`src/rtl/lsu_ram_master_if.sv`:
```
// Request/response handshake and RAM port-A bus between the core memory stage and lsu_ram_master.
// The master modport is the LSU's view; the slave modport is the view of the core and RAM around it.
interface lsu_ram_master_if #(
    parameter int ADDR_WIDTH = 32
);
    logic                  req_valid_i;
    logic                  req_ready_o;
    logic                  req_we_i;
    logic [1:0]            req_size_i;
    logic                  req_unsigned_i;
    logic [ADDR_WIDTH-1:0] req_addr_i;
    logic [31:0]           req_wdata_i;
    logic                  rsp_valid_o;
    logic                  rsp_ready_i;
    logic [31:0]           rsp_rdata_o;
    logic                  rsp_err_o;
    logic                  ram_en_o;
    logic [3:0]            ram_we_o;
    logic [ADDR_WIDTH-1:0] ram_addr_o;
    logic [31:0]           ram_wdata_o;
    logic [31:0]           ram_rdata_i;

    modport master (
        input  req_valid_i, req_we_i, req_size_i, req_unsigned_i, req_addr_i, req_wdata_i,
        output req_ready_o,
        output rsp_valid_o, rsp_rdata_o, rsp_err_o,
        input  rsp_ready_i,
        output ram_en_o, ram_we_o, ram_addr_o, ram_wdata_o,
        input  ram_rdata_i
    );

    modport slave (
        output req_valid_i, req_we_i, req_size_i, req_unsigned_i, req_addr_i, req_wdata_i,
        input  req_ready_o,
        input  rsp_valid_o, rsp_rdata_o, rsp_err_o,
        output rsp_ready_i,
        input  ram_en_o, ram_we_o, ram_addr_o, ram_wdata_o,
        output ram_rdata_i
    );
endinterface

```
`src/rtl/lsu_ram_master.sv`:
```
// Load/store master for block-RAM port A: lane enables, replicated store data,
// one-cycle read latency absorption, load alignment/extension and error responses.
module lsu_ram_master #(
    parameter int DATA_DEPTH = 8192,
    parameter int ADDR_WIDTH = 32
) (
    input  logic            clk_i,
    input  logic            rst_i,
    lsu_ram_master_if.master bus
);
    localparam logic [ADDR_WIDTH:0] ADDR_LIMIT = (ADDR_WIDTH + 1)'(DATA_DEPTH * 4);

    typedef enum logic [1:0] {
        IDLE    = 2'b00,
        ACCESS  = 2'b01,
        CAPTURE = 2'b10,
        RESP    = 2'b11
    } state_t;

    state_t                state_r;
    logic                  we_r;
    logic [1:0]            size_r;
    logic                  unsigned_r;
    logic [1:0]            off_r;
    logic                  rsp_valid_r;
    logic                  rsp_err_r;
    logic [31:0]           rsp_rdata_r;
    logic                  ram_en_r;
    logic [3:0]            ram_we_r;
    logic [ADDR_WIDTH-1:0] ram_addr_r;
    logic [31:0]           ram_wdata_r;

    logic                  size_err_s;
    logic                  range_err_s;
    logic                  err_s;
    logic [3:0]            mask_s;
    logic [31:0]           wdata_s;
    logic [7:0]            byte_s;
    logic [15:0]           half_s;
    logic [31:0]           ext_s;

    // Decode the incoming request: legality, lane enables and replicated store data.
    always_comb begin
        size_err_s  = 1'b0;
        mask_s      = 4'b0000;
        wdata_s     = bus.req_wdata_i;
        case (bus.req_size_i)
            2'b00: begin
                mask_s  = 4'b1000 >> bus.req_addr_i[1:0];
                wdata_s = {4{bus.req_wdata_i[7:0]}};
            end
            2'b01: begin
                size_err_s = bus.req_addr_i[0];
                mask_s     = bus.req_addr_i[1] ? 4'b0011 : 4'b1100;
                wdata_s    = {2{bus.req_wdata_i[15:0]}};
            end
            2'b10: begin
                size_err_s = (bus.req_addr_i[1:0] != 2'b00);
                mask_s     = 4'b1111;
            end
            default: begin
                size_err_s = 1'b1;
                mask_s     = 4'b0000;
            end
        endcase
        range_err_s = ({1'b0, bus.req_addr_i} >= ADDR_LIMIT);
        err_s       = size_err_s | range_err_s;
    end

    // Pick the addressed lane(s) from the RAM word and sign- or zero-extend.
    always_comb begin
        byte_s = bus.ram_rdata_i[{off_r, 3'b000} +: 8];
        half_s = off_r[1] ? bus.ram_rdata_i[31:16] : bus.ram_rdata_i[15:0];
        case (size_r)
            2'b00: begin
                if (unsigned_r) begin
                    ext_s = {24'h000000, byte_s};
                end else begin
                    ext_s = {{24{byte_s[7]}}, byte_s};
                end
            end
            2'b01: begin
                if (unsigned_r) begin
                    ext_s = {16'h0000, half_s};
                end else begin
                    ext_s = {{16{half_s[15]}}, half_s};
                end
            end
            default: ext_s = bus.ram_rdata_i;
        endcase
    end

    // Request FSM; every bus output except req_ready is a register updated here.
    always_ff @(posedge clk_i or posedge rst_i) begin
        if (rst_i) begin
            state_r     <= IDLE;
            we_r        <= 1'b0;
            size_r      <= 2'b00;
            unsigned_r  <= 1'b0;
            off_r       <= 2'b00;
            rsp_valid_r <= 1'b0;
            rsp_err_r   <= 1'b0;
            rsp_rdata_r <= 32'h0000_0000;
            ram_en_r    <= 1'b0;
            ram_we_r    <= 4'b0000;
            ram_addr_r  <= '0;
            ram_wdata_r <= 32'h0000_0000;
        end else begin
            case (state_r)
                IDLE: begin
                    if (bus.req_valid_i) begin
                        if (err_s) begin
                            rsp_valid_r <= 1'b1;
                            rsp_err_r   <= 1'b1;
                            rsp_rdata_r <= 32'h0000_0000;
                            state_r     <= RESP;
                        end else begin
                            we_r       <= bus.req_we_i;
                            size_r     <= bus.req_size_i;
                            unsigned_r <= bus.req_unsigned_i;
                            off_r      <= bus.req_addr_i[1:0];
                            ram_en_r   <= 1'b1;
                            ram_we_r   <= bus.req_we_i ? mask_s : 4'b0000;
                            ram_addr_r <= {bus.req_addr_i[ADDR_WIDTH-1:2], 2'b00};
                            if (bus.req_we_i) begin
                                ram_wdata_r <= wdata_s;
                            end else begin
                                ram_wdata_r <= ram_wdata_r;
                            end
                            state_r    <= ACCESS;
                        end
                    end else begin
                        state_r <= IDLE;
                    end
                end
                ACCESS: begin
                    ram_en_r <= 1'b0;
                    ram_we_r <= 4'b0000;
                    if (we_r) begin
                        rsp_valid_r <= 1'b1;
                        rsp_err_r   <= 1'b0;
                        rsp_rdata_r <= 32'h0000_0000;
                        state_r     <= RESP;
                    end else begin
                        state_r <= CAPTURE;
                    end
                end
                CAPTURE: begin
                    rsp_valid_r <= 1'b1;
                    rsp_err_r   <= 1'b0;
                    rsp_rdata_r <= ext_s;
                    state_r     <= RESP;
                end
                RESP: begin
                    if (bus.rsp_ready_i) begin
                        rsp_valid_r <= 1'b0;
                        state_r     <= IDLE;
                    end else begin
                        state_r <= RESP;
                    end
                end
                default: begin
                    ram_en_r    <= 1'b0;
                    ram_we_r    <= 4'b0000;
                    rsp_valid_r <= 1'b0;
                    state_r     <= IDLE;
                end
            endcase
        end
    end

    assign bus.req_ready_o = (state_r == IDLE);
    assign bus.rsp_valid_o = rsp_valid_r;
    assign bus.rsp_err_o   = rsp_err_r;
    assign bus.rsp_rdata_o = rsp_rdata_r;
    assign bus.ram_en_o    = ram_en_r;
    assign bus.ram_we_o    = ram_we_r;
    assign bus.ram_addr_o  = ram_addr_r;
    assign bus.ram_wdata_o = ram_wdata_r;
endmodule

```
`src/flat_wrapper.sv`:
```
// flat-port wrapper written by rule: the top's interface ports become plain ports
module lsu_ram_master_flat 
#(
    parameter int DATA_DEPTH = 8192,
    parameter int ADDR_WIDTH = 32
)
  (clk_i, rst_i, bus_req_valid_i, bus_req_we_i, bus_req_size_i, bus_req_unsigned_i, bus_req_addr_i, bus_req_wdata_i, bus_req_ready_o, bus_rsp_valid_o, bus_rsp_rdata_o, bus_rsp_err_o, bus_rsp_ready_i, bus_ram_en_o, bus_ram_we_o, bus_ram_addr_o, bus_ram_wdata_o, bus_ram_rdata_i);
  lsu_ram_master_if #(.ADDR_WIDTH(ADDR_WIDTH)) bus_i ();
  input  logic clk_i;
  input  logic rst_i;
  input wire logic [$bits(bus_i.req_valid_i)-1:0] bus_req_valid_i;
  input wire logic [$bits(bus_i.req_we_i)-1:0] bus_req_we_i;
  input wire logic [$bits(bus_i.req_size_i)-1:0] bus_req_size_i;
  input wire logic [$bits(bus_i.req_unsigned_i)-1:0] bus_req_unsigned_i;
  input wire logic [$bits(bus_i.req_addr_i)-1:0] bus_req_addr_i;
  input wire logic [$bits(bus_i.req_wdata_i)-1:0] bus_req_wdata_i;
  output wire logic [$bits(bus_i.req_ready_o)-1:0] bus_req_ready_o;
  output wire logic [$bits(bus_i.rsp_valid_o)-1:0] bus_rsp_valid_o;
  output wire logic [$bits(bus_i.rsp_rdata_o)-1:0] bus_rsp_rdata_o;
  output wire logic [$bits(bus_i.rsp_err_o)-1:0] bus_rsp_err_o;
  input wire logic [$bits(bus_i.rsp_ready_i)-1:0] bus_rsp_ready_i;
  output wire logic [$bits(bus_i.ram_en_o)-1:0] bus_ram_en_o;
  output wire logic [$bits(bus_i.ram_we_o)-1:0] bus_ram_we_o;
  output wire logic [$bits(bus_i.ram_addr_o)-1:0] bus_ram_addr_o;
  output wire logic [$bits(bus_i.ram_wdata_o)-1:0] bus_ram_wdata_o;
  input wire logic [$bits(bus_i.ram_rdata_i)-1:0] bus_ram_rdata_i;
  assign bus_i.req_valid_i = bus_req_valid_i;
  assign bus_i.req_we_i = bus_req_we_i;
  assign bus_i.req_size_i = bus_req_size_i;
  assign bus_i.req_unsigned_i = bus_req_unsigned_i;
  assign bus_i.req_addr_i = bus_req_addr_i;
  assign bus_i.req_wdata_i = bus_req_wdata_i;
  assign bus_req_ready_o = bus_i.req_ready_o;
  assign bus_rsp_valid_o = bus_i.rsp_valid_o;
  assign bus_rsp_rdata_o = bus_i.rsp_rdata_o;
  assign bus_rsp_err_o = bus_i.rsp_err_o;
  assign bus_i.rsp_ready_i = bus_rsp_ready_i;
  assign bus_ram_en_o = bus_i.ram_en_o;
  assign bus_ram_we_o = bus_i.ram_we_o;
  assign bus_ram_addr_o = bus_i.ram_addr_o;
  assign bus_ram_wdata_o = bus_i.ram_wdata_o;
  assign bus_i.ram_rdata_i = bus_ram_rdata_i;
  lsu_ram_master #(.DATA_DEPTH(DATA_DEPTH), .ADDR_WIDTH(ADDR_WIDTH)) u_core (.clk_i(clk_i), .rst_i(rst_i), .bus(bus_i));
endmodule
```
`config.mk`:
```
export PLATFORM = sky130hd
export DESIGN_NAME = lsu_ram_master_flat
export DESIGN_NICKNAME = d
export VERILOG_FILES = /design/src/rtl/lsu_ram_master_if.sv /design/src/rtl/lsu_ram_master.sv /design/src/flat_wrapper.sv
export SDC_FILE = /design/constraint.sdc
export NUM_CORES = 1
export LEC_CHECK = 0
export CAP_MARGIN = 15
export CORE_MARGIN = 2
export CORE_UTILIZATION = 45
export DETAILED_ROUTE_END_ITERATION = 7
export PLACE_DENSITY_LB_ADDON = 0.1
export SLEW_MARGIN = 20
export SYNTH_ARGS = -nofsm -noshare
export SYNTH_HDL_FRONTEND = slang
export SYNTH_SLANG_ARGS = --single-unit
```
`constraint.sdc`:
```
create_clock -name clk_i -period 9.5 [get_ports clk_i]
set_input_delay 1.9 -clock clk_i [delete_from_list [all_inputs] [get_ports clk_i]]
set_output_delay 1.9 -clock clk_i [all_outputs]
set_load 0.03 [all_outputs]
```
After elaboration in Yosys (flattened, before gate mapping). Cells that the tools add are included.

Register bits after elaboration: 109. Bits in latches: 0. Bits in writable memories: 0. Memory bits (read-only): 0. Input port bits: 104. Output and inout port bits: 104. Memories: 0.

Add/subtract/negate cells: 0. $mul: 0. Div/mod/pow operators: 0. $lt $le $gt $ge: 1. Eq/ne operators: 11. Shift operators: 2. Multiplexer cells: 31. Bitwise logic cells: 2. Reduce and logical (&&, ||, !) cells: 11.

Operators by type and width (count): 32-bit 2-to-1 mux (5); 32-bit case mux with 2 select lines (2); 32-bit case mux with 3 select lines (1); 32-bit by 16-bit greater-or-equal comparator with 1-bit output (second input constant) (1); 32-bit by 6-bit variable part select with 8-bit output (1); 16-bit 2-to-1 mux (1); 4-bit 2-to-1 mux (4); 4-bit case mux with 3 select lines (1); 4-bit AND reduction (3); 1-bit 2-to-1 mux (8); 2-bit case mux with 4 select lines (1); 4-bit case mux with 2 select lines (1); 2-bit by 1-bit == test with 1-bit output (second input constant) (3); 2-bit == test (second input constant) (3); 2-bit logical NOT (3); 2-bit 2-to-1 mux (3); 2-bit inequality test (second input constant) (3); 1-bit case mux with 3 select lines (2); 3-bit AND reduction (2); 2-bit by 1-bit inequality test with 1-bit output (second input constant) (2); 1-bit case mux with 4 select lines (1); 2-bit nonzero test (2); 4-bit by 2-bit right shift with 4-bit output (first input constant) (1); 3-bit nonzero test (1); 3 further kinds (3).

Depth between registers and ports, before layout. Gate-level depths: netlist (run 1).

Depth after elaboration: 6. Gate-level depth with buffers: 8. Gate-level depth less buffers: 7.

Least setup slack after synthesis (run 1). OpenSTA, ideal clock, no wires.

Path type: input to register. From: input port bus_req_size_i[0]. To: register u_core.ram_wdata_r[0], in the netlist u_core.bus.ram_wdata_o[0]. Arrival time: 3.605 ns. Required time: 9.372 ns. Slack: 5.767 ns. Stages on the path: 7. Path buffers: 2. Cell sequence: buf_4 > a211oi_1 > nand4_2 > nor4_4 > nand2_4 > buf_2 > mux2_1.

Longest elaborated chain between the ends: 5.

Ends and longest elaborated chain: start: declaration (line flat_wrapper.sv:13) `input wire logic [$bits(bus_i.req_size_i)-1:0] bus_req_size_i;`; 2-bit == test, or another cell as far along (line lsu_ram_master.sv:47) `case (bus.req_size_i)`; 1-bit case mux with 3 select lines * (line lsu_ram_master.sv:47); 1-bit OR * (line lsu_ram_master.sv:67) `err_s = size_err_s | range_err_s;`; 1-bit NOT (no source line) *; 4-bit AND reduction (no source line) *; end signal: assignment (line lsu_ram_master.sv:126) `ram_wdata_r <= wdata_s;`; end signal: assignment (line lsu_ram_master.sv:128) `ram_wdata_r <= ram_wdata_r;`; end: declaration (line lsu_ram_master.sv:31) `logic [31:0] ram_wdata_r;`.

Mark *: on every way between the ends. The rest lies on a longest branch, timed or not. A chain may end at the register's enable or synchronous reset.

Worst setup path after layout (run 1).
From: input port bus_req_size_i[0]. To: register u_core.ram_wdata_r[2], in the netlist u_core.bus.ram_wdata_o[2].

Same word-level chain as after synthesis.

==> flow_metrics.tcl, run 1 <==
set metrics [dict create \
    outcome "finished clean" \
    grt_pass1_wl_um 23400 \
    maxCapViolCount 0 \
    min-delay-start "u_core.bus.rsp_rdata_o[16]" \
    path_clk_slew_ps 70 \
    cts_tree "yes" \
    avgViaCountPerCell 5.45 \
    clock_latency_ps 350 \
    p_leak_nw 3.40 \
    grt_max_degree 83 \
    multi_input_area_um2 2230 \
    fp.dieW_um 111 \
    crit_family "buffers and inverters" \
    area_delta_synth_final_pct 48.0 \
    fin_crit_sh 0.515 \
    drive_gt1_frac 0.0813 \
    fp-row-count 39 \
    reg2regPathDepth 7 \
    setup_viol 0 \
    rsz0062_at_grt "no" \
    wirelength_um 14400 \
    slowest_stage "clkdlybuf4s50_1" \
    dieArea_um2 12400 \
    ant_nets 0 \
    powerDensity_nw_per_um2 189 \
    core_region_area_um2 11300 \
    worst_setup_path_end_kind "flip-flop" \
    whs_path_depth 2 \
    drc 0 \
    crit_arrival_ps 5120 \
    grt_usage 0.235 \
    seq_area_um2 2730 \
    drt_iter0_drc 262 \
    clockRootBuffer "clkbuf_16" \
    worstSetupPathDepth 7 \
    clock_sinks 109 \
    final_util 0.677 \
    fillers 895 \
    ys_ff_latch 109 \
    synth_top_flop_cell "dfrtp_1" \
    die_h_um 111 \
    wire_per_inst_um 17.3 \
    critical_path.max_stage_delay_ps 800 \
    rrSetupSlack_ps 6640 \
    hold_violations 0 \
    worst_pin_slew_ps 825 \
    crit_chain "clkdlybuf4s50_1 > a211oi_1 > nand4_2 > nor4_4 > buf_4 > nand2_4 > mux2_1" \
    ios 208 \
    cts_buffers 9 \
    yosysWarnings 0 \
    skew_ps 8.33 \
    postCtsSetupRepairBufs 0 \
    vias 4536 \
    startpoint_type "primary input" \
    dpl_cell_area_um2 7300 \
    fin_nets 792 \
    hpwlAfterDp_um 10500 \
    syn-cell-area_um2 5180 \
    postSynthCellCount 499 \
    ys_types 40 \
    globalplace.congestion 0.815 \
    worst_ep_required_time_ps 9730 \
    r2r-start "u_core.state_r[1]" \
    finalInstanceArea_um2 7670 \
    slew_headroom 0.448 \
    reg2reg_to "u_core.bus.ram_wdata_o[2]" \
    critPathBufInv 2 \
    tns_ps 0 \
    peakVddDrop_mv 0.116 \
    ys_async_sr_fraction 1.00 \
    antenna_cells 0 \
    ys_seq_area_frac 0.526 \
    antenna_found_initial 0 \
    cts_resized 0 \
    htree_levels 3 \
    initial_core_util 0.458 \
    port_buffers 205 \
    critPathLaunch "bus_req_size_i[0]" \
    min_to "u_core.bus.rsp_rdata_o[16]" \
    grt_overflow 0 \
    finalCriticalPeriod_ps 4890 \
    grt_pass1_vias 4643 \
    clock_path_buffers 2 \
    avgSynthCellArea_um2 10.4 \
    synth_edf_count 0 \
    hold_path_class "reg -> reg" \
    slew_violations 0 \
    max_freq_mhz 204 \
    crit_fanout 51 \
    holdBufCountCts 0 \
    drt-pass1-iter-count 5 \
    critical_path_class "in -> reg" \
]
-- how the worst max path moves through the flow --
stage,slack (ps),endpoint
detailed placement,4210,u_core.bus.ram_wdata_o[2]
global placement,3800,u_core.bus.ram_wdata_o[2]
finish,4610,u_core.bus.ram_wdata_o[2]
floorplan,4730,u_core.bus.ram_addr_o[10]
global route,4420,u_core.bus.ram_wdata_o[2]
CTS,4610,u_core.bus.ram_wdata_o[2]
-- worst register-to-register path, delay by kind of cell, from the launching register on --
family / cells / cell delay, ps
and+or+nand+nor: 3 / 1020
buffers and inverters: 2 / 640
DFF: 1 / 410
muxes: 1 / 380
adders and majority gates: 1 / 290
-- sequential cells by signal, indices dropped and copies added, names as in the netlist --
signal and flops:
u_core.size_r 2, u_core.state_r 2, u_core.bus.ram_en_o 1, u_core.bus.rsp_rdata_o 32
u_core.bus.ram_wdata_o 32, u_core.bus.ram_we_o 4, u_core.bus.rsp_err_o 1, u_core.off_r 2
u_core.we_r 1, u_core.unsigned_r 1, u_core.bus.rsp_valid_o 1, u_core.bus.ram_addr_o 30
-- cells in the mapped netlist (2+ instances only) --
master / number / area, µm²
dfrtp_1: 109 / 2730
nand2_1: 61 / 229
nor2_1: 31 / 116
clkbuf_1: 30 / 113
a21oi_1: 26 / 130
mux2_2: 26 / 293
mux2i_1: 25 / 250
o21ai_0: 25 / 125
a31oi_1: 24 / 150
nor2b_1: 19 / 119
inv_1: 18 / 67.6
o31ai_1: 18 / 135
o221ai_1: 14 / 123
mux2_1: 9 / 101
nor3_1: 8 / 40.0
a21boi_0: 7 / 52.6
nand2b_1: 6 / 37.5
buf_2: 5 / 25.0
o21ai_1: 5 / 25.0
ha_1: 4 / 50.1
o2bb2ai_1: 4 / 35.0
buf_4: 3 / 22.5
nor4_1: 3 / 18.8
a211oi_1: 2 / 15.0
or3_1: 2 / 12.5
-- final cells by class --
cell class | count | share of cell area
inverter | 18 | 0.00914
clock inverter | 6 | 0.0155
sequential | 109 | 0.356
timing repair buffer | 211 | 0.274
clock buffer | 10 | 0.0312
tap | 143 | 0.0233
multi-input combinational | 335 | 0.291
-- per-stage QoR --
step | hold slack (ps) | setup slack, ps | cells | power (mW)
final | 477 | 4610 | 832 | 1.45
after global routing | 506 | 4420 | 832 | 1.52
after CTS | 483 | 4610 | 832 | 1.46
after detailed placement | 466 | 4210 | 816 | 1.02
after global placement | 459 | 3800 | 815 | 1.00
after floorplan | 505 | 4730 | 500 | 0.839
-- metal layers --
layer	routed length, µm	vias to the layer above	global-route usage
met4	261	0	0.0831
met2	7020	195	0.390
li1	-	2145	-
met3	1080	25	0.0645
met5	0	-	0
met1	6060	2171	0.298
-- power breakdown --
part,internal (mW),total [mW],switching (mW)
logic,0.181,0.479,0.298
registers,0.506,0.528,0.0224
clock network,0.268,0.442,0.174
-- kinds of logic (layout without fill, tap and decap cells) --
kind of cell               after synthesis  after routing  share of synthesized area
and+or+nand+nor                        135            135                      0.121
adders and majority gates                4              4                    0.00966
other                                    1              2                   0.000724
AOI/OAI and AO/OA                      133            133                      0.169
buffers and inverters                   56            245                     0.0439
muxes                                   61             61                      0.129
DFF                                    109            109                      0.526
-- placed cells by master (no fill, tap or decap), types with 5 or more instances in the layout --
master	synthesis	routed
nand2_1	61	61
nor2_1	31	31
o21ai_0	25	25
inv_1	18	17
dfrtp_1	109	109
mux2i_1	25	25
buf_4	3	5
nand2b_1	6	6
mux2_2	26	26
a31oi_1	24	24
nor2b_1	19	19
clkbuf_16	0	9
o31ai_1	18	18
nor3_1	8	8
mux2_1	9	9
a21oi_1	26	26
o221ai_1	14	14
a21boi_0	7	7
clkdlybuf4s50_1	0	205
Power figures use the tool's default switching activity.
==> inputs of run 2 (changes only) <==
--- a/config.mk
+++ b/config.mk
@@ -7,7 +7,7 @@
 export LEC_CHECK = 0
 export CAP_MARGIN = 15
 export CORE_MARGIN = 2
-export CORE_UTILIZATION = 45
+export CORE_UTILIZATION = 39
 export DETAILED_ROUTE_END_ITERATION = 7
 export PLACE_DENSITY_LB_ADDON = 0.1
 export SLEW_MARGIN = 20
==> constraint.sdc (replaced) <==
create_clock -name clk_i -period 3.9 [get_ports clk_i]
set_input_delay 0.78 -clock clk_i [delete_from_list [all_inputs] [get_ports clk_i]]
set_output_delay 0.78 -clock clk_i [all_outputs]
set_load 0.03 [all_outputs]
==> flow_metrics.tcl, run 2 (same netlist as run 1, synthesis figures left out) <==
set metrics [dict create \
    fp.dieW_um 119 \
    dieArea_um2 14200 \
    slew_violations 0 \
    drive_gt1_frac 0.0796 \
    crit_arrival_ps 3170 \
    tns_ps 0 \
    cts_tree "yes" \
    drt_iter0_drc 249 \
    ant_nets 0 \
    worst_setup_path_end_kind "flip-flop" \
    max_freq_mhz 340 \
    slew_headroom 0.427 \
    grt_pass1_vias 4458 \
    outcome "finished clean" \
    powerDensity_nw_per_um2 445 \
    worst_pin_slew_ps 856 \
    path_clk_slew_ps 70 \
    area_delta_synth_final_pct 48.6 \
    initial_core_util 0.396 \
    clock_latency_ps 350 \
    antenna_found_initial 0 \
    core_region_area_um2 13100 \
    crit_family "buffers and inverters" \
    ios 208 \
    crit_fanout 18 \
    dp.cells 851 \
    critPathBufInv 2 \
    rsz0062_at_grt "no" \
    final_common_cell "clkdlybuf4s50_1" \
    antenna_cells 0 \
    fp-row-count 42 \
    hold_violations 0 \
    setup_viol 0 \
    most-common-layout-cells "205 x clkdlybuf4s50_1, 109 x dfrtp_1, 61 x nand2_1, 31 x nor2_1" \
    grt_max_degree 110 \
    critical_path.max_stage_delay_ps 590 \
    htree_levels 3 \
    grt_usage 0.209 \
    hold_path_class "reg -> reg" \
    avgViaCountPerCell 5.12 \
    clock_sinks 109 \
    fin_nets 794 \
    clockRootBuffer "clkbuf_16" \
    clock_path_buffers 2 \
    worst_ep_required_time_ps 4130 \
    slowest_stage "clkdlybuf4s50_1" \
    crit_chain "clkdlybuf4s50_1 > a211oi_1 > nand4_2 > nor4_4 > buf_4 > mux2_2" \
    grt_overflow 0 \
    maxCapViolCount 0 \
    grt_pass1_wl_um 23300 \
    fin_cells 867 \
    port_buffers 205 \
    cts_resized 0 \
    drt-pass1-iter-count 4 \
    postCtsSetupRepairBufs 0 \
    holdBufCountCts 0 \
    drc 0 \
    wirelength_um 14600 \
    wire_per_inst_um 16.8 \
    hpwlAfterDp_um 10600 \
    cts_buffers 9 \
    rrSetupSlack_ps 1510 \
    critical_path_class "in -> reg" \
    startpoint_type "primary input" \
    die_h_um 119 \
    p_leak_nw 3.39 \
    vias 4441 \
    skew_ps 4.11 \
    globalplace.congestion 0.826 \
    fin_crit_sh 0.753 \
    finalCriticalPeriod_ps 2940 \
    peakVddDrop_mv 0.320 \
    fillers 1138 \
]
-- run 2: changes by cell type in the layout (fill, tap and decap cells not counted), sizes merged --
cell	previous run	this run
buf	6	8
clkbuf	10	12
bufinv	3	2
clkinv	2	1
clkinvlp	0	1
inv	19	18
-- run 2: worst register-to-register path, delay by kind of cell (launching register included) --
family / cells / cell delay [ps]
AO/OA/AOI/OAI: 3 / 840
AND/OR/NAND/NOR: 1 / 100
flip-flops: 1 / 870
multiplexers: 1 / 440
-- run 2: layout make-up --
cell class	instances	area (µm²)	share of cell area
inverters	18	70.1	0.00910
repair buffers	213	2140	0.278
multi-input cells	335	2230	0.290
well taps	176	220	0.0286
clock buffers	12	236	0.0307
flip-flops and latches	109	2730	0.354
clock inverters	4	72.6	0.00943
-- run 2: path summary, 6_finish.rpt --
| path | from | end | depth (start not counted) |
|---|---|---|---|
| min in group asynchronous | rst_i | u_core.bus.rsp_rdata_o[25] | 3 |
| setup reg to reg | u_core.off_r[1] | u_core.bus.rsp_rdata_o[23] | 5 |
| hold / removal | u_core.bus.rsp_rdata_o[24] | u_core.bus.rsp_rdata_o[24] | 2 |
| setup / recovery | bus_req_size_i[1] | u_core.bus.ram_addr_o[10] | 6 |
| hold reg to reg | u_core.bus.rsp_rdata_o[24] | u_core.bus.rsp_rdata_o[24] | 2 |
| max in group asynchronous | rst_i | u_core.bus.ram_wdata_o[13] | 3 |
-- run 2: metal layers --
layer	vias up	track usage	wire (µm)
li1	2151	-	-
met5	-	0	0
met3	25	0.0469	1020
met1	2101	0.281	6420
met2	164	0.323	6720
met4	0	0.0952	397
-- run 2: power by group --
group          internal, mW  total [mW]  switching (mW)
sequential             1.23        1.29          0.0541
clock                 0.563       0.969           0.406
combinational         0.442        1.17           0.724
total                  2.24        3.42            1.18
-- run 2: metrics by stage --
stage	power [mW]	hold WS [ps]	area, µm²	worst slack, ps	utilization
floorplan	2.04	505	5190	246	-
detailed placement	2.48	465	7390	591	0.564
CTS	3.45	480	7690	961	0.588
finish	3.42	478	7700	962	0.588
global route	3.60	507	7700	799	0.588
global placement	2.46	460	7390	682	0.564
